## src/rtl/peripheral_bridge_if.sv

```systemverilog
// Core-side and peripheral-side bus bundle for peripheral_bridge.
// The bridge is a slave to the core (slave modport) and a master to the peripherals (master modport).
interface peripheral_bridge_if;
  logic         read;
  logic         write;
  logic [31:0]  address;
  logic [31:0]  write_data;
  logic [31:0]  read_data;
  logic         response;
  logic         error;

  logic [3:0]   slave_read;
  logic [3:0]   slave_write;
  logic [31:0]  slave_address;
  logic [31:0]  slave_write_data;
  logic [127:0] slave_read_data;
  logic [3:0]   slave_response;

  modport slave (
    input  read, write, address, write_data,
    output read_data, response, error
  );

  modport master (
    output slave_read, slave_write, slave_address, slave_write_data,
    input  slave_read_data, slave_response
  );
endinterface

```

## src/rtl/peripheral_bridge.sv

```systemverilog
// Single-outstanding core-to-peripheral bridge: decodes the request into one of four windows.
// Optional ACCESS timeout enabled by defining BUS_TIMEOUT_EN.
module peripheral_bridge #(
  parameter logic [127:0] START_ADDRESSES = {32'h00004000, 32'h00003000, 32'h00002000, 32'h00001000},
  parameter logic [127:0] FINAL_ADDRESSES = {32'h00004002, 32'h00003002, 32'h00002002, 32'h00001002},
  parameter int unsigned  TIMEOUT_CYCLES  = 255
) (
  input  logic                clk,
  input  logic                rst_n,
  peripheral_bridge_if.slave  core_if,
  peripheral_bridge_if.master per_if
);

  typedef enum logic [1:0] {
    S_IDLE    = 2'd0,
    S_ACCESS  = 2'd1,
    S_RESP    = 2'd2,
    S_RELEASE = 2'd3
  } state_t;

  // A zero-cycle timeout cannot be honoured: the strobe is always up for at least one cycle.
  if (TIMEOUT_CYCLES < 1) begin : g_timeout_range
    $error("peripheral_bridge: TIMEOUT_CYCLES must be at least 1");
  end

  state_t      state_q, state_d;
  logic        op_wr_q, op_wr_d;
  logic [1:0]  idx_q,   idx_d;
  logic [31:0] addr_q,  addr_d;
  logic [31:0] wdata_q, wdata_d;
  logic [31:0] rdata_q, rdata_d;
  logic        err_q,   err_d;

  logic        hit;
  logic [1:0]  hit_idx;
  logic        sel_resp;
  logic [31:0] sel_rdata;
  logic [3:0]  sel_vec;

`ifdef BUS_TIMEOUT_EN
  localparam int unsigned CNT_W =
    ($clog2(TIMEOUT_CYCLES + 1) > 8) ? $clog2(TIMEOUT_CYCLES + 1) : 8;
  localparam logic [CNT_W-1:0] CNT_LAST = CNT_W'(TIMEOUT_CYCLES - 1);

  logic [CNT_W-1:0] cnt_q, cnt_d;
`endif

  // Descending scan so the lowest matching window index is the one left standing.
  always_comb begin
    hit     = 1'b0;
    hit_idx = 2'd0;
    for (int i = 3; i >= 0; i--) begin
      if ((core_if.address >= START_ADDRESSES[32*i +: 32]) &&
          (core_if.address <= FINAL_ADDRESSES[32*i +: 32])) begin
        hit     = 1'b1;
        hit_idx = 2'(i);
      end
    end
  end

  assign sel_resp  = per_if.slave_response[idx_q];
  assign sel_rdata = per_if.slave_read_data[32*idx_q +: 32];
  assign sel_vec   = 4'b0001 << idx_q;

  always_comb begin
    state_d = state_q;
    op_wr_d = op_wr_q;
    idx_d   = idx_q;
    addr_d  = addr_q;
    wdata_d = wdata_q;
    rdata_d = rdata_q;
    err_d   = err_q;
`ifdef BUS_TIMEOUT_EN
    cnt_d   = '0;
`endif
    case (state_q)
      S_IDLE: begin
        if (core_if.read || core_if.write) begin
          // A simultaneous read and write is carried out as a write.
          op_wr_d = core_if.write;
          idx_d   = hit_idx;
          addr_d  = core_if.address;
          wdata_d = core_if.write_data;
          rdata_d = 32'h0;
          err_d   = ~hit;
          state_d = hit ? S_ACCESS : S_RESP;
        end
      end
      S_ACCESS: begin
`ifdef BUS_TIMEOUT_EN
        cnt_d = cnt_q + 1'b1;
`endif
        if (sel_resp) begin
          rdata_d = op_wr_q ? 32'h0 : sel_rdata;
          err_d   = 1'b0;
          state_d = S_RESP;
        end
`ifdef BUS_TIMEOUT_EN
        else if (cnt_q == CNT_LAST) begin
          rdata_d = 32'hDEADBEEF;
          err_d   = 1'b1;
          state_d = S_RESP;
        end
`endif
      end
      S_RESP: begin
        state_d = S_RELEASE;
      end
      S_RELEASE: begin
        // Wait for the core to drop its strobes so a held request is never replayed.
        if (!core_if.read && !core_if.write) begin
          state_d = S_IDLE;
        end
      end
      default: begin
        state_d = S_IDLE;
      end
    endcase
  end

  always_ff @(posedge clk or negedge rst_n) begin
    if (!rst_n) begin
      state_q <= S_IDLE;
      op_wr_q <= 1'b0;
      idx_q   <= 2'd0;
      addr_q  <= 32'h0;
      wdata_q <= 32'h0;
      rdata_q <= 32'h0;
      err_q   <= 1'b0;
    end else begin
      state_q <= state_d;
      op_wr_q <= op_wr_d;
      idx_q   <= idx_d;
      addr_q  <= addr_d;
      wdata_q <= wdata_d;
      rdata_q <= rdata_d;
      err_q   <= err_d;
    end
  end

`ifdef BUS_TIMEOUT_EN
  always_ff @(posedge clk or negedge rst_n) begin
    if (!rst_n) begin
      cnt_q <= '0;
    end else begin
      cnt_q <= cnt_d;
    end
  end
`endif

  // Outputs decode straight from reset-cleared registers, so reset silences them without a clock.
  assign per_if.slave_read       = ((state_q == S_ACCESS) && !op_wr_q) ? sel_vec : 4'b0000;
  assign per_if.slave_write      = ((state_q == S_ACCESS) &&  op_wr_q) ? sel_vec : 4'b0000;
  assign per_if.slave_address    = addr_q;
  assign per_if.slave_write_data = wdata_q;

  assign core_if.response  = (state_q == S_RESP);
  assign core_if.error     = (state_q == S_RESP) && err_q;
  assign core_if.read_data = (state_q == S_RESP) ? rdata_q : 32'h0;

endmodule

```

## src/flat_wrapper.sv

```systemverilog
// flat-port wrapper written by rule: the top's interface ports become plain ports
module peripheral_bridge_flat 
#(
  parameter logic [127:0] START_ADDRESSES = {32'h00004000, 32'h00003000, 32'h00002000, 32'h00001000},
  parameter logic [127:0] FINAL_ADDRESSES = {32'h00004002, 32'h00003002, 32'h00002002, 32'h00001002},
  parameter int unsigned  TIMEOUT_CYCLES  = 255
)
  (clk, rst_n, core_if_read, core_if_write, core_if_address, core_if_write_data, core_if_read_data, core_if_response, core_if_error, per_if_slave_read, per_if_slave_write, per_if_slave_address, per_if_slave_write_data, per_if_slave_read_data, per_if_slave_response);
  peripheral_bridge_if core_if_i ();
  peripheral_bridge_if per_if_i ();
  input  logic clk;
  input  logic rst_n;
  input wire logic [$bits(core_if_i.read)-1:0] core_if_read;
  input wire logic [$bits(core_if_i.write)-1:0] core_if_write;
  input wire logic [$bits(core_if_i.address)-1:0] core_if_address;
  input wire logic [$bits(core_if_i.write_data)-1:0] core_if_write_data;
  output wire logic [$bits(core_if_i.read_data)-1:0] core_if_read_data;
  output wire logic [$bits(core_if_i.response)-1:0] core_if_response;
  output wire logic [$bits(core_if_i.error)-1:0] core_if_error;
  output wire logic [$bits(per_if_i.slave_read)-1:0] per_if_slave_read;
  output wire logic [$bits(per_if_i.slave_write)-1:0] per_if_slave_write;
  output wire logic [$bits(per_if_i.slave_address)-1:0] per_if_slave_address;
  output wire logic [$bits(per_if_i.slave_write_data)-1:0] per_if_slave_write_data;
  input wire logic [$bits(per_if_i.slave_read_data)-1:0] per_if_slave_read_data;
  input wire logic [$bits(per_if_i.slave_response)-1:0] per_if_slave_response;
  assign core_if_i.read = core_if_read;
  assign core_if_i.write = core_if_write;
  assign core_if_i.address = core_if_address;
  assign core_if_i.write_data = core_if_write_data;
  assign core_if_read_data = core_if_i.read_data;
  assign core_if_response = core_if_i.response;
  assign core_if_error = core_if_i.error;
  assign per_if_slave_read = per_if_i.slave_read;
  assign per_if_slave_write = per_if_i.slave_write;
  assign per_if_slave_address = per_if_i.slave_address;
  assign per_if_slave_write_data = per_if_i.slave_write_data;
  assign per_if_i.slave_read_data = per_if_slave_read_data;
  assign per_if_i.slave_response = per_if_slave_response;
  peripheral_bridge #(.START_ADDRESSES(START_ADDRESSES), .FINAL_ADDRESSES(FINAL_ADDRESSES), .TIMEOUT_CYCLES(TIMEOUT_CYCLES)) u_core (.clk(clk), .rst_n(rst_n), .core_if(core_if_i), .per_if(per_if_i));
endmodule
```

## config.mk

```make
export PLATFORM = sky130hd
export DESIGN_NAME = peripheral_bridge_flat
export DESIGN_NICKNAME = d
export VERILOG_FILES = /design/src/rtl/peripheral_bridge_if.sv /design/src/rtl/peripheral_bridge.sv /design/src/flat_wrapper.sv
export SDC_FILE = /design/constraint.sdc
export NUM_CORES = 1
export LEC_CHECK = 0
export CAP_MARGIN = 10
export CORE_UTILIZATION = 30
export DETAILED_ROUTE_END_ITERATION = 8
export HOLD_SLACK_MARGIN = 0.1
export PLACE_DENSITY = 0.66
export RECOVER_POWER = 25
export SYNTH_ARGS = -nofsm -noshare
export SYNTH_HDL_FRONTEND = slang
export SYNTH_SLANG_ARGS = --single-unit
```

## constraint.sdc

```tcl
create_clock -name clk -period 2.4 [get_ports clk]
set_clock_uncertainty 0.1 [all_clocks]
set_input_delay 0.36 -clock clk [delete_from_list [all_inputs] [get_ports clk]]
set_output_delay 0.36 -clock clk [all_outputs]
set_load 0.01 [all_outputs]
```

==> impl_metrics.csv, run 1 <==
group,metric,value,unit
critical_path,critPathKind,"reg2out",
pwr,p_seq_share,34.0,%
layout,antennaDiodeCount,0,
global_routing,grt_pass1_wl,27.04,mm
global_routing,grt-ovfl-total,0,
synth,ys_seq_area_share,47.49,%
outcome,status,"completed",
global_routing,antenna_found_initial,1,
critical_path,worst-path-max-fanout,17,
routing,wl,17.90,mm
sta,worst_pin_slew,947.5,ps
clock_tree,h-tree-depth,3,
pwr,comb_power_share,48.6,%
synth,synthDistinctLibCells,39,
clock_tree,tritoncts.num_buffers,9,
routing,ant_nets,0,
pwr,clockPowerShare,17.4,%
synth,synthFlopType,"dfrtp_1",
die,start_util,30.86,%
sta,max_slew_margin,36.84,%
layout,syn_to_final_growth,69.16,%
die,rows,48,
placement,place_hpwl,13.19,mm
synth,syn_area,0.005375,mm^2
pwr,vdd_drop_max,0.0005609,V
sta,min_period,2300,ps
critical_path,cp_data_arrival_time,1840,ps
placement,io_buffer_count,305,
sta,setup_viol,0,
flow_run,max_cap_viol_count,0,
critical_path,critPathRequiredTime,1940,ps
routing,drc,0,
routing,vias,4952,
sta,rsz0062_at_grt,"false",
layout,nNetsFinal,1038,
placement,place_area,0.008783,mm^2
synth,ys_seq_elements,102,
clock_tree,cts_tree,"built",
synth,synth_warnings,0,
clock_tree,root_buffer,"clkbuf_16",
placement,gp_congestion,0.7517,
synth,avgSynthCellArea,10.20,um^2
die,dieWidth,135.9,um
pwr,intPower,5.273,mW
die,fp.coreArea,0.01742,mm^2
sta,holdWs,373.8,ps
synth,netlist_instances,527,
layout,postLayoutCellArea,0.009092,mm^2
critical_path,cp-start-kind,"flop",
routing,drt-pass1-iter-count,4,
clock_tree,post-cts-setup-buffers,0,
global_routing,grt_max_degree,71,
clock_tree,cts.path.max_buffers,2,
synth,async_flop_share,100.0,%
global_routing,grt_pass1_vias,4970,
routing,detail_route.vias_per_cell,4.654,
routing,wl_per_cell,16.82,um
die,io_pins,306,
critical_path,end_kind,"primary output",
min_path,hp-class,"reg2reg",
sta,hold_viol_final,0,
synth,syn_nets,731,
clock_tree,clk_pin_slew,70,ps
layout,layout-drive-gt1-share,13.59,%
global_routing,gr-usage-all-layers,19.34,%
sta,fmax,434.7,MHz
synth,synth_edf_count,0,
pwr,leakagePower,4.161,nW
clock_tree,clock-sinks,102,
routing,detail_route.iter0.violations,130,
die,dieArea,0.01846,mm^2
sta,maxSlewViolCount,0,
sta,post-route-period-util,95.85,%
pwr,p_per_area,896.7,mW/mm^2
clock_tree,clk_latency,340,ps
die,die_h,135.9,um
pwr,finalPower,8.154,mW
pwr,power_switching,2.880,mW
pwr,p_sw_share,35.33,%
per-layer routing:
metal | global-route usage [%] | up-vias | share of wire (%)
li1 | - | 2374 | -
met1 | 22.89 | 2364 | 40
met2 | 33.59 | 195 | 49
met3 | 5.667 | 17 | 9.2
met4 | 5.988 | 2 | 1.5
met5 | 0 | - | 0.061
synth_stat cells (2+ instances only):
library cell / count / area, um^2
nor4_1: 6 / 37.54
nand3_1: 2 / 10.01
buf_4: 3 / 22.52
ha_1: 4 / 50.05
buf_6: 3 / 33.78
nor3_1: 6 / 30.03
nand2_1: 201 / 754.5
and2_1: 33 / 206.5
buf_2: 4 / 20.02
clkbuf_1: 22 / 82.58
inv_1: 3 / 11.26
a21oi_1: 2 / 10.01
mux2_2: 28 / 315.3
mux4_2: 32 / 720.7
nor2_1: 11 / 41.29
mux2_1: 5 / 56.30
nor2b_1: 34 / 212.7
nand2b_1: 6 / 37.54
dfrtp_1: 102 / 2552
state kept, by name (all words and copies together) (netlist names):
signal and flops:
u_core.err_q 1, u_core.idx_q 2, u_core.op_wr_q 1, u_core.per_if.slave_address 32, u_core.per_if.slave_write_data 32, u_core.rdata_q 32, u_core.state_q 2
per-stage QoR:
step | util, % | setup slack, ps | std cells | setup TNS [ps]
after floorplan | - | 357.5 | 527 | 0
after global placement | 50.43 | -209.6 | 1045 | -6561
after detailed placement | 50.43 | -210.6 | 1045 | -6295
after CTS | 52.22 | -51.48 | 1064 | -94.24
after global routing | 52.21 | 20.38 | 1064 | 0
final | 52.21 | 99.51 | 1064 | 0
worst paths after layout:
check | from | to | slack (ps) | depth (start not counted)
hold / removal | u_core.per_if.slave_write_data[17] | u_core.per_if.slave_write_data[17] | 370 | 2
setup reg to reg | u_core.state_q[0] | u_core.rdata_q[28] | 170 | 5
max in group asynchronous | rst_n | u_core.rdata_q[8] | 470 | 3
min in group asynchronous | rst_n | u_core.per_if.slave_address[17] | 590 | 2
setup / recovery | u_core.state_q[0] | core_if_read_data[4] | 100 | 6
hold reg to reg | u_core.per_if.slave_write_data[17] | u_core.per_if.slave_write_data[17] | 370 | 2
final cells by class:
cell class,count,area (um^2)
Tap cell,225,281.5
Clock inverter,7,57.56
Multi-Input combinational cell,390,2724
Timing Repair Buffer,328,3238
Fill cell,1602,8324
Clock buffer,9,225.2
Sequential cell,102,2555
Inverter,3,11.26
logic make-up after synthesis:
family	after synthesis	share of synthesized area, %
DFF	102	47.49
and+or+nand+nor	304	25.37
adders and majority gates	4	0.9311
muxes	66	20.60
AOI/OAI and AO/OA	14	2.211
buffers and inverters	36	3.235
xor gates and xnor gates	1	0.1630
power groups by stage:
stage / registers (mW) / clock network [mW] / logic (mW)
6_report: 2.77 / 1.42 / 3.96
5_1_grt: 2.87 / 1.53 / 4.32
4_1_cts: 2.77 / 1.48 / 4.03
3_5_place_dp: 2.78 / 0 / 3.94
3_3_place_gp: 2.78 / 0 / 3.90
2_1_floorplan: 3.00 / 0 / 1.52
timing repair:
item / CTS / global route
pin swaps: 1 / 0
resized for setup: 45 / 8
setup endpoints to repair: 73 / 3
endpoints found under the hold margin: 32 / 0
cloned: 2 / 0
hold buffers: 1 / 0
cell usage in the layout, fill, tap and decap left out, types with 2 or more instances in the layout:
cell type | Yosys | layout
nand3_1 | 2 | 2
dlymetal6s2s_1 | 0 | 2
inv_2 | 0 | 2
dfrtp_1 | 102 | 100
ha_4 | 0 | 2
clkinvlp_4 | 0 | 2
a21oi_1 | 2 | 2
nand2b_1 | 6 | 5
nor3_1 | 6 | 6
nor2b_1 | 34 | 33
clkinv_4 | 0 | 2
clkbuf_2 | 0 | 2
mux2_1 | 5 | 5
dlygate4sd2_1 | 0 | 38
nand2_1 | 201 | 201
clkbuf_16 | 0 | 9
ha_1 | 4 | 2
clkdlybuf4s50_1 | 0 | 262
buf_4 | 3 | 17
nor4_1 | 6 | 6
dfrtp_2 | 0 | 2
and2_1 | 33 | 33
mux2_2 | 28 | 28
a21oi_4 | 0 | 2
nor2_1 | 11 | 11
buf_12 | 0 | 3
mux4_2 | 32 | 32
worst max-delay path, stage by stage, from the launching register on:
cell and delay [ps]:
dfrtp_1 430, inv_2 60, buf_4 140, ha_4 180
bufbuf_16 290, and2_1 140, dlygate4sd2_1 280
Power figures use the tool's default switching activity.
==> run 2: changes to the inputs <==
- CORE_UTILIZATION: 30 -> 39
- PLACE_DENSITY: 0.66 -> 0.82
- REMOVE_ABC_BUFFERS: default -> 1
- TNS_END_PERCENT: default -> 1
==> run 2 against run 1 <==
Effect of this change: global-route usage up 6.0 points; sequential share of layout area is 0.15 points higher; critical path depth fell by 1; sequential cell count unchanged; critical path type unchanged; highest routed layer is now met4.
==> impl_metrics.csv, run 2 (synthesis results as in run 1) <==
group,metric,value,unit
min_path,hold_start,"u_core.per_if.slave_write_data[25]",
clock_tree,cts_tree,"built",
layout,nNetsFinal,1034,
critical_path,slowest_delay,530,ps
global_routing,grt_use_met1,29.13,%
critical_path,critPathKind,"reg2out",
pwr,p_per_area,904.4,mW/mm^2
layout,final_cell_mix,"clkdlybuf4s50_1, nand2_1, dfrtp_1",
critical_path,end_kind,"primary output",
clock_tree,h-tree-depth,3,
placement,gp_congestion,0.8552,
outcome,status,"completed",
die,rows,42,
placement,place_hpwl,13.47,mm
global_routing,busiest_layer,"met2",
global_routing,grt_util_met3,7.375,%
routing,wl_per_cell,17.52,um
critical_path,cp-start-kind,"flop",
critical_path,cp-startpoint,"u_core.state_q[0]",
clock_tree,clk_pin_slew,70,ps
layout,final_core_util,67.75,%
sta,maxSlewViolCount,0,
sta,setup_viol,0,
sta,worst_pin_slew,1229,ps
global_routing,grt_max_degree,71,
die,dieArea,0.01426,mm^2
critical_path,crit_path_cell_trace,"inv_2, ha_2, buf_12, and2_1, clkdlybuf4s50_1",
min_path,hp-class,"reg2reg",
pwr,finalPower,8.179,mW
global_routing,antenna_found_initial,1,
clock_tree,tritoncts.num_buffers,9,
layout,fillers,1019,
pwr,vdd_drop_max,0.0006083,V
sta,rsz0062_at_grt,"true",
routing,drt-pass1-iter-count,4,
global_routing,use_met2,44.51,%
routing,detail_route.vias_per_cell,5.025,
critical_path,reg2reg_from,"u_core.state_q[0]",
routing,drc,0,
sta,holdWs,374.6,ps
pwr,leakagePower,4.332,nW
routing,vias,5085,
critical_path,critPathRequiredTime,1940,ps
sta,hold_viol_final,0,
die,dieWidth,119.4,um
global_routing,gr-usage-all-layers,25.34,%
global_routing,grt_pass1_vias,5225,
clock_tree,clock-sinks,102,
die,io_pins,306,
layout,multi_input_area,0.002699,mm^2
sta,post-route-period-util,98.99,%
die,fp.coreArea,0.01335,mm^2
critical_path,critPathSlowestCell,"clkdlybuf4s50_1",
routing,detail_route.iter0.violations,275,
clock_tree,cts.path.max_buffers,2,
critical_path,cp_data_arrival_time,1920,ps
critical_path,worst-path-max-fanout,35,
sta,layout_setup_ws,24.27,ps
global_routing,grt-ovfl-total,0,
layout,layout_commonest_cell,"clkdlybuf4s50_1",
routing,wl,17.73,mm
clock_tree,post-cts-setup-buffers,0,
die,start_util,40.27,%
die,die_h,119.4,um
global_routing,grt_pass1_wl,27.56,mm
routing,ant_nets,0,
sta,max_slew_margin,18.06,%
sta,fmax,420.9,MHz
sta,tns,0,ps
layout,seq_area,0.002555,mm^2
placement,pre_cts_ws,-150.3,ps
clock_tree,root_buffer,"clkbuf_16",
clock_tree,clk_latency,340,ps
placement,io_buffer_count,305,
sta,min_period,2376,ps
layout,layout-drive-gt1-share,12.81,%
layout,syn_to_final_growth,68.25,%
flow_run,max_cap_viol_count,0,
[run 2: routing by layer]
layer	up-vias	part of all wire, %
li1	2366	-
met1	2458	37
met2	234	52
met3	27	8.9
met4	0	2.4
met5	-	0
[run 2: power breakdown]
| group | switching [mW] | internal [mW] | leakage, nW |
|---|---|---|---|
| logic | 1.77 | 2.01 | 2.86 |
| clock network | 0.671 | 0.920 | 0.160 |
| registers | 0.381 | 2.42 | 1.31 |
| total | 2.82 | 5.36 | 4.33 |
[run 2: area by class of cell]
class | instances | share of cell area, %
inverters | 3 | 0.1245
well taps | 176 | 2.435
flip-flops and latches | 102 | 28.25
diodes | 1 | 0.02767
multi-input cells | 390 | 29.84
clock inverters | 7 | 1.065
clock buffers | 9 | 2.490
repair buffers | 324 | 35.76
[run 2: path summary, 6_finish.rpt]
kind                                                 endpoint  slack, ps  depth (start not counted)
max                                     core_if_read_data[20]         20                          5
min                        u_core.per_if.slave_write_data[25]        370                          2
max reg2reg                                 u_core.rdata_q[8]        150                          5
min reg2reg                u_core.per_if.slave_write_data[25]        370                          2
max in group asynchronous     u_core.per_if.slave_address[16]        490                          3
min in group asynchronous     u_core.per_if.slave_address[18]        700                          2
[run 2: critical path: cells and delay by family, from the launching register on]
kind          cells  cell delay [ps]
buf+inv           3              780
flops             1              440
fa+ha+maj         1              190
simple gates      1              150
[run 2: what timing repair did]
item | in CTS | in global routing
endpoints found under the hold margin | 44 | 0
resized for setup | 25 | 20
cloned | 0 | 1
hold buffers | 1 | 0
setup endpoints to repair | 65 | 51
pin swaps | 1 | 1
[run 2: stage by stage]
stage | cell area, um^2 | std cells
2_1_floorplan | 5213 | 494
3_5_place_dp | 8685 | 993
3_3_place_gp | 8685 | 993
5_1_grt | 9041 | 1011
4_1_cts | 8989 | 1010
6_report | 9044 | 1012
==> run 3: changes to the inputs <==
- GPL_ROUTABILITY_DRIVEN: default -> 0
==> run 3 against run 2 <==
Effect of this change: register-to-register slack about the same; maximum frequency increased by 4.9%; highest routed layer unchanged; via count decreased by 0.20%; wire length increased by 2.1%; count of clock-buffer cells in the layout increased by 3; die area unchanged; clock power decreased by 4%.
==> impl_metrics.csv, run 3 (synthesis results as in run 1) <==
group,metric,value,unit
critical_path,critPathRequiredTime,1940,ps
routing,wl_per_cell,17.90,um
min_path,hold_end,"u_core.per_if.slave_write_data[12]",
die,io_pins,306,
global_routing,grt_pass1_wl,27.67,mm
pwr,leakagePower,4.410,nW
global_routing,gr-usage-all-layers,25.32,%
pwr,power_switching,2.823,mW
min_path,hp-class,"reg2reg",
sta,setup_viol,0,
layout,layout_commonest_cell,"clkdlybuf4s50_1",
sta,holdWs,372.8,ps
die,rows,42,
routing,met3_length,1.554,mm
critical_path,ff2ff_setup_slack,160,ps
die,dieArea,0.01426,mm^2
routing,detail_route.iter0.violations,221,
layout,final_cell_mix,"clkdlybuf4s50_1, nand2_1, dfrtp_1",
critical_path,reg2reg_from,"u_core.state_q[0]",
pwr,p_sw_share,34.63,%
clock_tree,clock-sinks,102,
clock_tree,cts.path.max_buffers,2,
clock_tree,clk_pin_slew,70,ps
critical_path,worst-path-max-fanout,35,
sta,layout_setup_ws,135.9,ps
routing,drt-pass1-iter-count,5,
critical_path,r2r-end,"u_core.rdata_q[30]",
routing,route.met2.wl,9.154,mm
sta,fmax,441.7,MHz
critical_path,cp-start-kind,"flop",
global_routing,grt_max_degree,71,
die,fp.coreArea,0.01335,mm^2
critical_path,path_delay_family,"buffers and inverters",
die,start_util,40.27,%
placement,io_buffer_count,305,
layout,nNetsFinal,1034,
global_routing,grt_pass1_vias,5267,
global_routing,grt-ovfl-total,0,
pwr,vdd_drop_max,0.0005522,V
pwr,p_per_area,901.0,mW/mm^2
clock_tree,tritoncts.num_buffers,9,
routing,wl,18.09,mm
placement,place_hpwl,13.62,mm
min_path,hold_start,"u_core.per_if.slave_write_data[12]",
sta,post-route-period-util,94.34,%
sta,min_period,2264,ps
sta,hold_viol_final,0,
global_routing,antenna_found_initial,0,
pwr,comb_power_share,47.0,%
routing,drc,0,
pwr,p_seq_share,34.3,%
clock_tree,post-cts-setup-buffers,0,
routing,highest_layer,"met4",
clock_tree,cts_tree,"built",
sta,max_slew_margin,31.74,%
layout,antennaDiodeCount,0,
layout,layout-drive-gt1-share,12.69,%
clock_tree,h-tree-depth,3,
critical_path,cp_num_buf_inv,3,
critical_path,critPathSlowestCell,"clkdlybuf4s50_1",
min_path,min_path_cells,2,
clock_tree,root_buffer,"clkbuf_16",
pwr,clockPowerShare,18.7,%
critical_path,crit_path_cell_trace,"inv_1, ha_2, buf_12, clkdlybuf4s50_1",
critical_path,critPathKind,"reg2out",
outcome,status,"completed",
flow_run,max_cap_viol_count,0,
layout,final_core_util,67.77,%
critical_path,r2r_cells,5,
sta,maxSlewViolCount,0,
layout,syn_to_final_growth,68.30,%
routing,ant_nets,0,
sta,worst_pin_slew,1024,ps
die,dieWidth,119.4,um
critical_path,slowest_delay,550,ps
die,die_h,119.4,um
routing,detail_route.vias_per_cell,5.020,
routing,vias,5075,
routing,wl_met1,6.865,mm
pwr,intPower,5.328,mW
critical_path,end_kind,"primary output",
placement,pre_cts_ws,-133.5,ps
critical_path,cp_data_arrival_time,1800,ps
clock_tree,clk_latency,340,ps
==> run 3: cell count changes in the layout (fill, tap and decap cells not counted), sizes merged, moves of 2 or more <==
cell / change
clkbuf: +2
clkinv: -2
dlygate4sd2: -6
dlymetal6s2s: +6
==> run 3: per-stage QoR <==
stage               std cells  area, um^2  TNS (ps)  total power, mW
detailed placement        993        8685     -3831            6.656
global placement          993        8685     -3929            6.529
CTS                      1010        8989    -5.040            8.200
global route             1011        9046    -18.15            8.642
finish                   1011        9046         0            8.151
floorplan                 494        5213   -126600            4.463
==> run 3: worst max path at each step <==
| stage | startpoint | end | slack [ps] | cells past startpoint |
|---|---|---|---|---|
| floorplan | core_if_write | u_core.rdata_q[24] | -2120 | 3 |
| global placement | per_if_slave_response[0] | u_core.rdata_q[28] | -130 | 5 |
| detailed placement | per_if_slave_response[0] | u_core.rdata_q[17] | -130 | 5 |
| CTS | u_core.state_q[0] | core_if_read_data[11] | -2 | 5 |
| global route | u_core.state_q[1] | per_if_slave_read[0] | -10 | 6 |
| finish | u_core.state_q[0] | core_if_response | 140 | 4 |
==> run 3: power groups by stage <==
stage / combinational [mW] / clock (mW) / sequential [mW]
2_1_floorplan: 1.46 / 0 / 3.00
3_3_place_gp: 3.75 / 0 / 2.78
3_5_place_dp: 3.84 / 0 / 2.82
4_1_cts: 3.83 / 1.57 / 2.79
5_1_grt: 4.14 / 1.62 / 2.88
6_report: 3.83 / 1.52 / 2.80
==> run 3: final cells by class <==
type,instances,area (um^2)
Clock inverter,4,52.55
Timing Repair Buffer,324,3248
Inverter,3,11.26
Clock buffer,12,256.5
Fill cell,1022,4302
Sequential cell,102,2555
Multi-Input combinational cell,390,2703
Tap cell,176,220.2
==> run 3: routing by layer <==
layer	track usage, %	vias up
li1	-	2361
met1	29.19	2453
met2	43.93	230
met3	7.184	31
met4	10.63	0
met5	0	-
==> run 3: what timing repair did <==
item                                   in CTS  in global routing
gates cloned                                0                  1
resized for setup                          22                 25
setup endpoints to repair                  51                 55
pin swaps                                   1                  1
hold buffers                                1                  0
endpoints found under the hold margin      25                  0
==> run 3: tightest hold or removal path: stages, from the launching register on <==
cell,delay [ps]
dfrtp_1,340
nand2_1,50
nand2_1,50
